### src/rtl/sev_segm_pkg.sv
// -----------------------------------------------------------------------------
// sev_segm_pkg
//   Shared definitions for the DE2-115 seven-segment path. It is the single
//   source of truth for the active-low HEX digit patterns, so the encoder
//   and this readback decoder can never disagree.
//
//   Contents:
//     SEG_0 .. SEG_F, SEG_BLANK : active-low patterns, bit0=a ... bit6=g
//     filt_state_e              : stability filter states {SETTLING, STABLE}
//     seg_decode_t              : decode result {binary, blank, invalid}
//     seg_decode()              : pattern -> seg_decode_t
// -----------------------------------------------------------------------------
package sev_segm_pkg;

    // Active-low: a 0 bit lights the segment. Written as bit6 (g) .. bit0 (a).
    localparam logic [6:0] SEG_0     = 7'b1000000;
    localparam logic [6:0] SEG_1     = 7'b1111001;
    localparam logic [6:0] SEG_2     = 7'b0100100;
    localparam logic [6:0] SEG_3     = 7'b0110000;
    localparam logic [6:0] SEG_4     = 7'b0011001;
    localparam logic [6:0] SEG_5     = 7'b0010010;
    localparam logic [6:0] SEG_6     = 7'b0000010;
    localparam logic [6:0] SEG_7     = 7'b1111000;
    localparam logic [6:0] SEG_8     = 7'b0000000;
    localparam logic [6:0] SEG_9     = 7'b0010000;
    localparam logic [6:0] SEG_A     = 7'b0001000;
    localparam logic [6:0] SEG_B     = 7'b0000011;
    localparam logic [6:0] SEG_C     = 7'b1000110;
    localparam logic [6:0] SEG_D     = 7'b0100001;
    localparam logic [6:0] SEG_E     = 7'b0000110;
    localparam logic [6:0] SEG_F     = 7'b0001110;
    localparam logic [6:0] SEG_BLANK = 7'b1111111;

    typedef enum logic {
        SETTLING = 1'b0,
        STABLE   = 1'b1
    } filt_state_e;

    typedef struct packed {
        logic [3:0] binary;
        logic       blank;
        logic       invalid;
    } seg_decode_t;

    // Blank and illegal patterns both decode to binary=0.
    function automatic seg_decode_t seg_decode(input logic [6:0] seg);
        seg_decode_t r;
        r = '{binary: 4'h0, blank: 1'b0, invalid: 1'b0};
        case (seg)
            SEG_0:     r.binary = 4'h0;
            SEG_1:     r.binary = 4'h1;
            SEG_2:     r.binary = 4'h2;
            SEG_3:     r.binary = 4'h3;
            SEG_4:     r.binary = 4'h4;
            SEG_5:     r.binary = 4'h5;
            SEG_6:     r.binary = 4'h6;
            SEG_7:     r.binary = 4'h7;
            SEG_8:     r.binary = 4'h8;
            SEG_9:     r.binary = 4'h9;
            SEG_A:     r.binary = 4'hA;
            SEG_B:     r.binary = 4'hB;
            SEG_C:     r.binary = 4'hC;
            SEG_D:     r.binary = 4'hD;
            SEG_E:     r.binary = 4'hE;
            SEG_F:     r.binary = 4'hF;
            SEG_BLANK: r.blank  = 1'b1;
            default:   r.invalid = 1'b1;
        endcase
        return r;
    endfunction

endpackage

### src/rtl/sev_segm_stability_filter.sv
// -----------------------------------------------------------------------------
// sev_segm_stability_filter
//   Samples the segment bus every cycle and reports, for exactly one cycle,
//   when a pattern has been held for STABLE_CYCLES consecutive samples.
//
//   Parameters:
//     STABLE_CYCLES : consecutive samples needed before a pattern counts
//                     as stable (1..255)
//   Ports:
//     clk          in   system clock, rising edge
//     reset        in   synchronous, active-high
//     segments     in   raw active-low segment bus
//     stable_pulse out  high in the single cycle the filter becomes stable
//     pattern      out  sampled pattern (valid while stable_pulse is high)
// -----------------------------------------------------------------------------
module sev_segm_stability_filter
    import sev_segm_pkg::*;
#(
    parameter int STABLE_CYCLES = 4
) (
    input  logic       clk,
    input  logic       reset,
    input  logic [6:0] segments,
    output logic       stable_pulse,
    output logic [6:0] pattern
);

    localparam logic [7:0] CNT_MAX = 8'(STABLE_CYCLES - 1);

    logic [6:0]  s_q;
    logic [7:0]  cnt_q, cnt_d;
    filt_state_e state_q, state_d;
    logic        changed;

    assign changed = (segments != s_q);

    // The state register trails the counter by one cycle: the cycle where
    // cnt has just reached CNT_MAX while still SETTLING is the entry cycle,
    // and that is where the pulse is raised. It depends on registers only.
    assign stable_pulse = (state_q == SETTLING) && (cnt_q == CNT_MAX);
    assign pattern      = s_q;

    // NOTE: every signal written here gets a default first, so no path
    // leaves it unassigned and no latch is inferred.
    always_comb begin
        cnt_d   = cnt_q;
        state_d = state_q;

        if (changed) begin
            cnt_d = 8'd0;
        end else if (cnt_q != CNT_MAX) begin
            cnt_d = cnt_q + 8'd1;
        end

        case (state_q)
            SETTLING: if (!changed && cnt_q == CNT_MAX) state_d = STABLE;
            STABLE:   if (changed)                      state_d = SETTLING;
            default:                                    state_d = SETTLING;
        endcase
    end

    // NOTE: state registers use non-blocking assignments so every flop
    // samples the pre-edge values, independent of statement order.
    always_ff @(posedge clk) begin
        if (reset) begin
            s_q     <= SEG_BLANK;
            cnt_q   <= 8'd0;
            state_q <= SETTLING;
        end else begin
            s_q     <= segments;
            cnt_q   <= cnt_d;
            state_q <= state_d;
        end
    end

endmodule

### src/rtl/sev_segm_to_binary.sv
// -----------------------------------------------------------------------------
// sev_segm_to_binary
//   Seven-segment readback decoder. Waits for the active-low segment pattern
//   driven to a HEX digit to hold stable, decodes it back to a nibble and
//   offers it through a one-entry valid/ready buffer. A held or repeated
//   pattern is reported once.
//
//   Build option:
//     SEV_SEGM_DEC_INVALID_EN  defined: illegal patterns produce events with
//                              invalid=1, binary=0. Undefined: illegal
//                              patterns are discarded and invalid is 0.
//
//   Parameters:
//     STABLE_CYCLES : samples a pattern must hold before decode (1..255)
//   Ports:
//     clk        in   system clock, rising edge
//     reset      in   synchronous, active-high
//     segments   in   active-low pattern, bit0=a ... bit6=g
//     out_valid  out  buffer holds an event
//     out_ready  in   consumer takes the event on an edge with out_valid=1
//     binary     out  decoded nibble (0 for blank/invalid)
//     blank      out  event pattern was all segments off
//     invalid    out  event pattern is not a legal code
//     overrun    out  sticky: an event was dropped on a full buffer
// -----------------------------------------------------------------------------
module sev_segm_to_binary
    import sev_segm_pkg::*;
#(
    parameter int STABLE_CYCLES = 4
) (
    input  logic       clk,
    input  logic       reset,
    input  logic [6:0] segments,
    output logic       out_valid,
    input  logic       out_ready,
    output logic [3:0] binary,
    output logic       blank,
    output logic       invalid,
    output logic       overrun
);

    logic        stable_pulse;
    logic [6:0]  pattern;
    seg_decode_t dec;
    logic        accept;
    logic        fire;
    logic        xfer;
    logic        emitted_q;
    logic [6:0]  last_q;

    sev_segm_stability_filter #(
        .STABLE_CYCLES (STABLE_CYCLES)
    ) u_filter (
        .clk          (clk),
        .reset        (reset),
        .segments     (segments),
        .stable_pulse (stable_pulse),
        .pattern      (pattern)
    );

    assign dec = seg_decode(pattern);

`ifdef SEV_SEGM_DEC_INVALID_EN
    assign accept = 1'b1;
`else
    assign accept = !dec.invalid;
`endif

    // Suppress repeats: only a pattern different from the last emitted one
    // (or the first one after reset) fires.
    assign fire = stable_pulse && accept && (!emitted_q || pattern != last_q);
    assign xfer = out_valid && out_ready;

    // The last-emitted record updates on every fired event, including one
    // that the buffer then drops.
    always_ff @(posedge clk) begin
        if (reset) begin
            emitted_q <= 1'b0;
            last_q    <= SEG_BLANK;
        end else if (fire) begin
            emitted_q <= 1'b1;
            last_q    <= pattern;
        end
    end

    // A full buffer that is draining on this edge can take a new event.
    always_ff @(posedge clk) begin
        if (reset) begin
            out_valid <= 1'b0;
            binary    <= 4'h0;
            blank     <= 1'b0;
            overrun   <= 1'b0;
        end else if (fire && (!out_valid || out_ready)) begin
            out_valid <= 1'b1;
            binary    <= dec.binary;
            blank     <= dec.blank;
        end else if (fire) begin
            overrun   <= 1'b1;
        end else if (xfer) begin
            out_valid <= 1'b0;
        end
    end

`ifdef SEV_SEGM_DEC_INVALID_EN
    logic invalid_q;

    always_ff @(posedge clk) begin
        if (reset) begin
            invalid_q <= 1'b0;
        end else if (fire && (!out_valid || out_ready)) begin
            invalid_q <= dec.invalid;
        end
    end

    assign invalid = invalid_q;
`else
    assign invalid = 1'b0;
`endif

endmodule

### config.mk
export PLATFORM = sky130hd
export DESIGN_NAME = sev_segm_to_binary
export DESIGN_NICKNAME = d
export VERILOG_FILES = /design/src/rtl/sev_segm_pkg.sv /design/src/rtl/sev_segm_stability_filter.sv /design/src/rtl/sev_segm_to_binary.sv
export SDC_FILE = /design/constraint.sdc
export NUM_CORES = 1
export LEC_CHECK = 0
export CAP_MARGIN = 20
export CORE_AREA = 2 2 61 63
export DETAILED_ROUTE_END_ITERATION = 8
export DIE_AREA = 0 0 63 65
export GPL_ROUTABILITY_DRIVEN = 0
export GPL_TIMING_DRIVEN = 0
export PLACE_DENSITY_LB_ADDON = 0.08
export SYNTH_ARGS = -nofsm -noshare
export SYNTH_HDL_FRONTEND = slang
export SYNTH_SLANG_ARGS = --single-unit
### constraint.sdc
create_clock -name clk -period 2.35 [get_ports clk]
set_input_delay 0.47 -clock clk [delete_from_list [all_inputs] [get_ports clk]]
set_output_delay 0.47 -clock clk [all_outputs]
set_load 0.02 [all_outputs]
# Yosys cells after proc, flatten, opt, wreduce, memory -nomap -nowiden
# Cells that the tools add are included.
# op_classes
n_mux	8
addsub	1
bitwise	2
n_reduce_logical	17
n_eq_ne	21
# op_table
operator	count
$pmux W4 S15	1
$eq A7 B7 Y1 const B	5
$eq A7 B5 Y1 const B	3
$eq A7 B6 Y1 const B	3
$reduce_or A17 Y1	1
$eq A7 B2 Y1 const B	2
$eq A7 B4 Y1 const B	2
$ne A7 B7 Y1	2
$add A8 B1 Y8 const B	1
$eq A8 B2 Y1 const B	1
$ne A8 B2 Y1 const B	1
$eq A7 B3 Y1 const B	1
$logic_not A7 Y1	1
$logic_and A1 B1 Y1	6
$mux W1	6
$reduce_and A2 Y1	2
$logic_not A1 Y1	3
$logic_or A1 B1 Y1	2
$ne A2 B1 Y1 const B	1
$not A1 Y1	2
$pmux W1 S2	1
$reduce_bool A2 Y1	1
$reduce_or A2 Y1	1
# word_totals
out_inout_bits	8
input_bits	10
register_bits	31
word_cells	58

# Depth between registers and ports, before layout
# Gate-level depths: netlist (run 1).
# logic_depth
ltp_word	7
ltp_mapped	8
mapped_depth_nobuf	5

# Hierarchy
# From an unflattened synthesis (run 1), not the netlist that was laid out.
# hier_totals
cells_unflattened	198
hier_area_um2	1868.0
# by_module_without_submodules
mod	cells_per_inst	seq_area_each_um2	area_each_um2	instances
sev_segm_to_binary	127	300.3	1128.6	1
sev_segm_stability_filter	71	320.3	739.5	1

# Worst setup path before layout (run 1)
# No wires, ideal clock.
# synth_timing
path_kind	flip-flop to flip-flop
from	register u_filter.s_q[0] (netlist: u_filter.pattern[0])
to	register binary[3]
setup_ns	0.121
slack_ns	0.534
path_buffers	1
t_arrival_ns	1.695
path_stages_with_launch	7
period_less_slack_ns	1.816
required_ns	2.229
cell_sequence	dfxtp_1 -> buf_6 -> nor4bb_1 -> o31ai_4 -> o211ai_4 -> o31ai_4 -> mux2_4
# synth_via
elab_chain_len	5
word_cells_on_any_way	24
classes_between	eq/ne: 17; mux: 1; reduce/logical: 6
# synth_lines
item	line_no	rtl
from (decl)	sev_segm_stability_filter.sv:30	logic [6:0] s_q;
from (signal assigned)	sev_segm_stability_filter.sv:70	s_q <= segments;
$eq A7 B7 Y1 (tied with other cells)	sev_segm_pkg.sv:49	case (seg)
$reduce_or A17 Y1 (no line)	--	
$logic_and A1 B1 Y1 (2 in series)	sev_segm_to_binary.sv:71	assign fire = stable_pulse && accept && (!emitted_q || pattern != last_q);
$logic_and A1 B1 Y1	sev_segm_to_binary.sv:93	end else if (fire && (!out_valid || out_ready)) begin
to (signal assigned)	sev_segm_to_binary.sv:95	binary <= dec.binary;
to (decl)	sev_segm_to_binary.sv:36	output logic [3:0] binary,
# Parallel ways exist; a longest one is shown, timed or not.
# A chain may end at the register's enable or synchronous reset.

# Worst setup path after layout (run 1)
# layout_timing
from	register u_filter.s_q[1] (netlist: u_filter.pattern[1])
to	register binary[3]
# Same word-level chain as after synthesis.

==> results.cfg, run 1 <==
[route]
avgRoutedWirePerCell_um = 13.92
drt-total-wl_um = 3773
num_vias = 1458
via_per_inst = 5.380
drc = 0
wl_met1_um = 1736
wl_met3_um = 157
top_layer = met4
drt.antenna.violating_nets = 0
first_pass_iters = 4
drt_iter0_drc = 95
dr_wl_met2_um = 1801

[yosys]
synth_area_um2 = 1904
synth_top_flop_cell = dfxtp_1
ys_seq_area_share_pct = 32.59
postSynthCellCount = 202
ys_warn_count = 0
syn_avg_cell_area_um2 = 9.427
yosysTopAreaCell = dfxtp_1
synth_top_area_share_pct = 32.59
synth.net_count = 213
synth-seq-cells = 31
synth_area_leaders = dfxtp_1 (33%), xor2_1 (9.2%), mux2i_1 (6.3%), nor2_1 (5.3%), buf_6 (4.1%)
yosysUniqueCellTypes = 49
synth-edff-count = 0
ys_async_sr_fraction_pct = 0

[timing]
setup_tns_ps = 0
tightestPinTransition_ps = 562.1
setup_viol = 0
min_period_ps = 2045
rsz0062_at_grt = no
max_freq_mhz = 489.0
relSlewSlack_pct = 62.01
fin_skew_ps = 15.33
hold_violations = 0
drv_slew = 0
fin_crit_sh_pct = 87.03

[outcome]
outcome = finished, final reports clean

[worst_setup_path]
max_stage_delay_ps = 510
path_class = reg2reg
critPathRequiredTime_ps = 2580
ff2ff_setup_slack_ps = 300
end_kind = register
cp_top_family = compound AO/OA/AOI/OAI gates
crit_fanout = 10
worstSetupStartpointType = register
critPathBufInv = 1
slowest_stage = dfxtp_1
cp.arrival_ps = 2280
crit_chain = buf_6, nor4b_2, a22oi_4, o41ai_4, o31ai_4, mux2_4

[floorplan]
core_area_um2 = 3496
chipWidth_um = 63
ios = 18
num_rows = 22
die_area_um2 = 4095
die_y_um = 65
start_util_pct = 54.47

[clock_tree]
hold_buffers = 0
postCtsSetupBuffers = 0
cts_root_buffer = clkbuf_4
cts_max_path_buffers = 2
tritoncts = built
postCtsResizedCells = 0
numCtsBuffers = 5
cts.sinks = 31
htree_levels = 2
insertion_delay_ps = 330
path_clk_slew_ps = 100

[placement]
place_area_um2 = 2115
numPortBuffers = 15
hpwl_um = 2875

[power_and_ir_drop]
ir_drop_v = 0.0003202
leakage_nw = 0.8858
power.density_nw_per_um2 = 437.8

[finish]
final_nets = 235
final_cell_area_um2 = 2156
final_common_cell = dfxtp_1
drive_above_1_share_pct = 17.49
fill_cells = 337
num_antenna_cells = 0
synthToLayoutAreaGrowth_pct = 13.21
layout_common_cells = dfxtp_1 (31), nor2_1 (27), xor2_1 (20)

[global_routing]
grt_pass1_wl_um = 6927
grtUsageTotal_pct = 21.71
grt_overflow_total = 0
grt_max_degree = 11
antenna_found_initial = 0
grt_pass1_vias = 1489

[run]
maxCapViolCount = 0

[hold_path]
min_path_type = in2reg
==> kinds of logic (layout without fill, tap and decap cells) <==
| kind of cell | after synthesis | after routing | share of synthesized area [%] |
|---|---|---|---|
| xor gates and xnor gates | 23 | 23 | 10.58 |
| AOI/OAI and AO/OA | 27 | 27 | 14.52 |
| and+or+nand+nor | 86 | 86 | 26.15 |
| muxes | 13 | 13 | 7.096 |
| other | 1 | 1 | 0.1969 |
| buffers and inverters | 20 | 41 | 8.212 |
| adders and majority gates | 1 | 1 | 0.6569 |
| DFF | 31 | 31 | 32.59 |
==> Yosys cell counts (2+ instances only) <==
cell type / instances
and3_1: 2
nand3_1: 11
nor4b_2: 2
o31ai_4: 2
o21ai_0: 3
nand2_1: 6
xnor2_1: 3
nor3_1: 3
dfxtp_1: 31
inv_1: 4
buf_6: 7
o31ai_1: 3
mux2i_1: 12
nor2_1: 27
or2_2: 7
a21oi_1: 6
nor3b_1: 2
nor4_1: 5
nand2b_1: 8
clkbuf_8: 2
o21bai_1: 3
buf_4: 2
xor2_1: 20
a22oi_4: 2
nor2_2: 2
nor4bb_1: 2
clkbuf_1: 3
==> where the power goes <==
group | switching, W | internal, W | total (W) | leakage, nW
Clock | 0.000164 | 0.000106 | 0.000271 | 0.0242
Sequential | 0.00000806 | 0.000531 | 0.000539 | 0.252
Combinational | 0.0000725 | 0.0000614 | 0.000134 | 0.610
Total | 0.000245 | 0.000699 | 0.000944 | 0.886
==> worst min-delay path, stage by stage <==
cell      delay [ps]
clkbuf_8         130
nand2b_1         100
mux2i_1           60
==> path summary, 6_finish.rpt <==
kind                       start        end  cells past startpoint
max          u_filter.pattern[1]  binary[3]                      6
min                        reset  binary[0]                      3
max reg2reg  u_filter.pattern[1]  binary[3]                      6
min reg2reg            emitted_q  emitted_q                      2
==> layer usage <==
metal	track usage, %	vias to the layer above
met5	0	-
met4	9.444	0
met3	4.861	8
met2	36.44	30
met1	26.67	679
li1	-	741
==> area by class of cell <==
type	instances	area [um^2]	share of cell area [%]
multi-input cells	151	1127	52.29
plain buffers	15	137.6	6.384
repair buffers	15	150.1	6.965
well taps	48	60.06	2.786
inverters	5	18.77	0.8706
clock buffers	6	41.29	1.915
flip-flops and latches	31	620.6	28.79
==> state kept, by name (all words and copies together) (netlist names) <==
signal / cells
u_filter.cnt_q: 8
last_q: 7
u_filter.state_q: 1
emitted_q: 1
overrun: 1
blank: 1
out_valid: 1
u_filter.pattern: 7
binary: 4
==> metrics by stage <==
step / power (W) / util (%) / std cells / hold slack, ps / setup WS, ps
floorplan: 0.0006475 / - / 202 / 431.8 / 534.2
global placement: 0.0006842 / 60.49 / 265 / 448.6 / 306.7
detailed placement: 0.0006855 / 60.49 / 265 / 451.5 / 309.9
CTS: 0.0009496 / 61.67 / 271 / 464.4 / 302.1
global route: 0.0009904 / 61.67 / 271 / 468.9 / 181.8
finish: 0.0009439 / 61.67 / 271 / 458.7 / 304.8
(Power assumes the default switching activity.)
==> run 2: changes to the inputs <==
--- a/config.mk
+++ b/config.mk
@@ -5,6 +5,7 @@
 export SDC_FILE = /design/constraint.sdc
 export NUM_CORES = 1
 export LEC_CHECK = 0
+export ABC_CLOCK_PERIOD_IN_PS = 2350
 export CAP_MARGIN = 20
 export CORE_AREA = 2 2 61 63
 export DETAILED_ROUTE_END_ITERATION = 8
==> results of run 2 <==
No change in the layout: final DEF, timing and power equal those of run 1.
==> run 3: changes to the inputs <==
--- a/config.mk
+++ b/config.mk
@@ -5,13 +5,14 @@
 export SDC_FILE = /design/constraint.sdc
 export NUM_CORES = 1
 export LEC_CHECK = 0
-export ABC_CLOCK_PERIOD_IN_PS = 2350
+export ABC_CLOCK_PERIOD_IN_PS = 2150
 export CAP_MARGIN = 20
 export CORE_AREA = 2 2 61 63
 export DETAILED_ROUTE_END_ITERATION = 8
 export DIE_AREA = 0 0 63 65
 export GPL_ROUTABILITY_DRIVEN = 0
 export GPL_TIMING_DRIVEN = 0
+export HOLD_SLACK_MARGIN = 0.08
 export PLACE_DENSITY_LB_ADDON = 0.08
 export SYNTH_ARGS = -nofsm -noshare
 export SYNTH_HDL_FRONTEND = slang
==> constraint.sdc (replaced) <==
create_clock -name clk -period 2.15 [get_ports clk]
set_input_delay 0.43 -clock clk [delete_from_list [all_inputs] [get_ports clk]]
set_output_delay 0.43 -clock clk [all_outputs]
set_load 0.02 [all_outputs]
==> results.cfg, run 3 (synthesized netlist as in run 1, its figures left out) <==
[outcome]
outcome = finished, final reports clean

[worst_setup_path]
end_kind = register
worstSetupStartpointType = register
path_class = reg2reg
max_stage_delay_ps = 510
critPathRequiredTime_ps = 2380
crit_fanout = 10
slowest_stage = dfxtp_1
cp.arrival_ps = 2270
crit_chain = buf_6, nor4b_2, a22oi_4, o41ai_4, o31ai_4, mux2_4

[timing]
min_period_ps = 2043
relSlewSlack_pct = 62.01
setup_tns_ps = 0
drv_slew = 0
max_freq_mhz = 489.5
rsz0062_at_grt = no
tightestPinTransition_ps = 562.1
fin_crit_sh_pct = 95.01
worst_slack_ps = 107.2
hold_violations = 0
setup_viol = 0
fin_skew_ps = 14.47

[finish]
layout_common_cells = dfxtp_1 (31), nor2_1 (27), xor2_1 (20)
drive_above_1_share_pct = 17.94
final_common_cell = dfxtp_1
final_nets = 235
fill_cells = 335
largest_reg_flops = 8
num_antenna_cells = 0
regMostFlops = u_filter.cnt_q
synthToLayoutAreaGrowth_pct = 13.53

[clock_tree]
cts_root_buffer = clkbuf_4
htree_levels = 2
cts_max_path_buffers = 2
tritoncts = built
hold_buffers = 0
insertion_delay_ps = 330
path_clk_slew_ps = 100
numCtsBuffers = 5
cts.sinks = 31

[placement]
numPortBuffers = 15
hpwl_um = 2875
pre_cts_slack_ps = 118.8

[run]
maxCapViolCount = 0

[global_routing]
grt_overflow_total = 0
grt_max_degree = 11
grtUsageTotal_pct = 21.71
grt_pass1_wl_um = 6927
grt_pass1_vias = 1489
antenna_found_initial = 0

[floorplan]
chipWidth_um = 63
die_y_um = 65
num_rows = 22
core_area_um2 = 3496
die_area_um2 = 4095
start_util_pct = 54.47
ios = 18

[route]
drc = 0
drt-total-wl_um = 3769
via_per_inst = 5.406
drt_iter0_drc = 91
drt.antenna.violating_nets = 0
first_pass_iters = 4
num_vias = 1465
avgRoutedWirePerCell_um = 13.91

[power_and_ir_drop]
leakage_nw = 0.8868
ir_drop_v = 0.0003500
power.density_nw_per_um2 = 477.3

[hold_path]
min_path_type = in2reg
run 3: cell types whose count changed in the layout (fill, tap and decap cells not counted):
cell	change
nor4_1	-1
nor4_2	+1
run 3: path summary, 6_finish.rpt:
| check | startpoint | endpoint | slack (ps) | cells past startpoint |
|---|---|---|---|---|
| min reg2reg | emitted_q | emitted_q | 460 | 2 |
| max reg2reg | u_filter.pattern[1] | binary[3] | 110 | 6 |
| min | reset | binary[0] | 420 | 3 |
| max | u_filter.pattern[1] | binary[3] | 110 | 6 |
run 3: timing repair:
item                       CTS  global route
setup endpoints to repair    0             1
gates resized for setup      0             1
setup buffers                0             0
hold endpoints to repair     0             0
run 3: worst max-delay path, delay by kind of cell (launching register included):
| kind | cells | cell delay [ps] |
|---|---|---|
| multiplexers | 1 | 340 |
| AO/OA/AOI/OAI | 3 | 800 |
| flip-flops | 1 | 510 |
| AND/OR/NAND/NOR | 1 | 80 |
| buffers and inverters | 1 | 210 |
run 3: power breakdown:
part | internal (W) | switching, W
sequential | 0.000581 | 0.00000879
clock | 0.000116 | 0.000179
combinational | 0.0000677 | 0.0000799
run 3: area by class of cell:
type                       count  area, um^2  share of cell area (%)
buffer                        15       137.6                   6.366
clock buffer                   6       41.29                   1.910
inverter                       5       18.77                  0.8681
multi-input combinational    151        1134                   52.43
sequential                    31       620.6                   28.70
tap                           48       60.06                   2.778
timing repair buffer          15       150.1                   6.944
run 3: through the flow:
stage | utilization (%) | instances | area [um^2] | power [W] | hold slack [ps]
6_report | 61.85 | 271 | 2162 | 0.001032 | 421.5
5_1_grt | 61.85 | 271 | 2162 | 0.001084 | 428.9
3_3_place_gp | 60.49 | 265 | 2115 | 0.0007478 | 448.6
2_1_floorplan | - | 202 | 1904 | 0.0007077 | 431.8
3_5_place_dp | 60.49 | 265 | 2115 | 0.0007493 | 451.5
4_1_cts | 61.67 | 271 | 2156 | 0.001038 | 430.5
run 3: metal layers:
layer | vias to the layer above | routed length, um | global-route usage (%)
met5 | - | 0 | 0
met1 | 689 | 1758 | 26.67
met3 | 9 | 128 | 4.861
met2 | 26 | 1800 | 36.44
met4 | 0 | 82 | 9.444
li1 | 741 | - | -
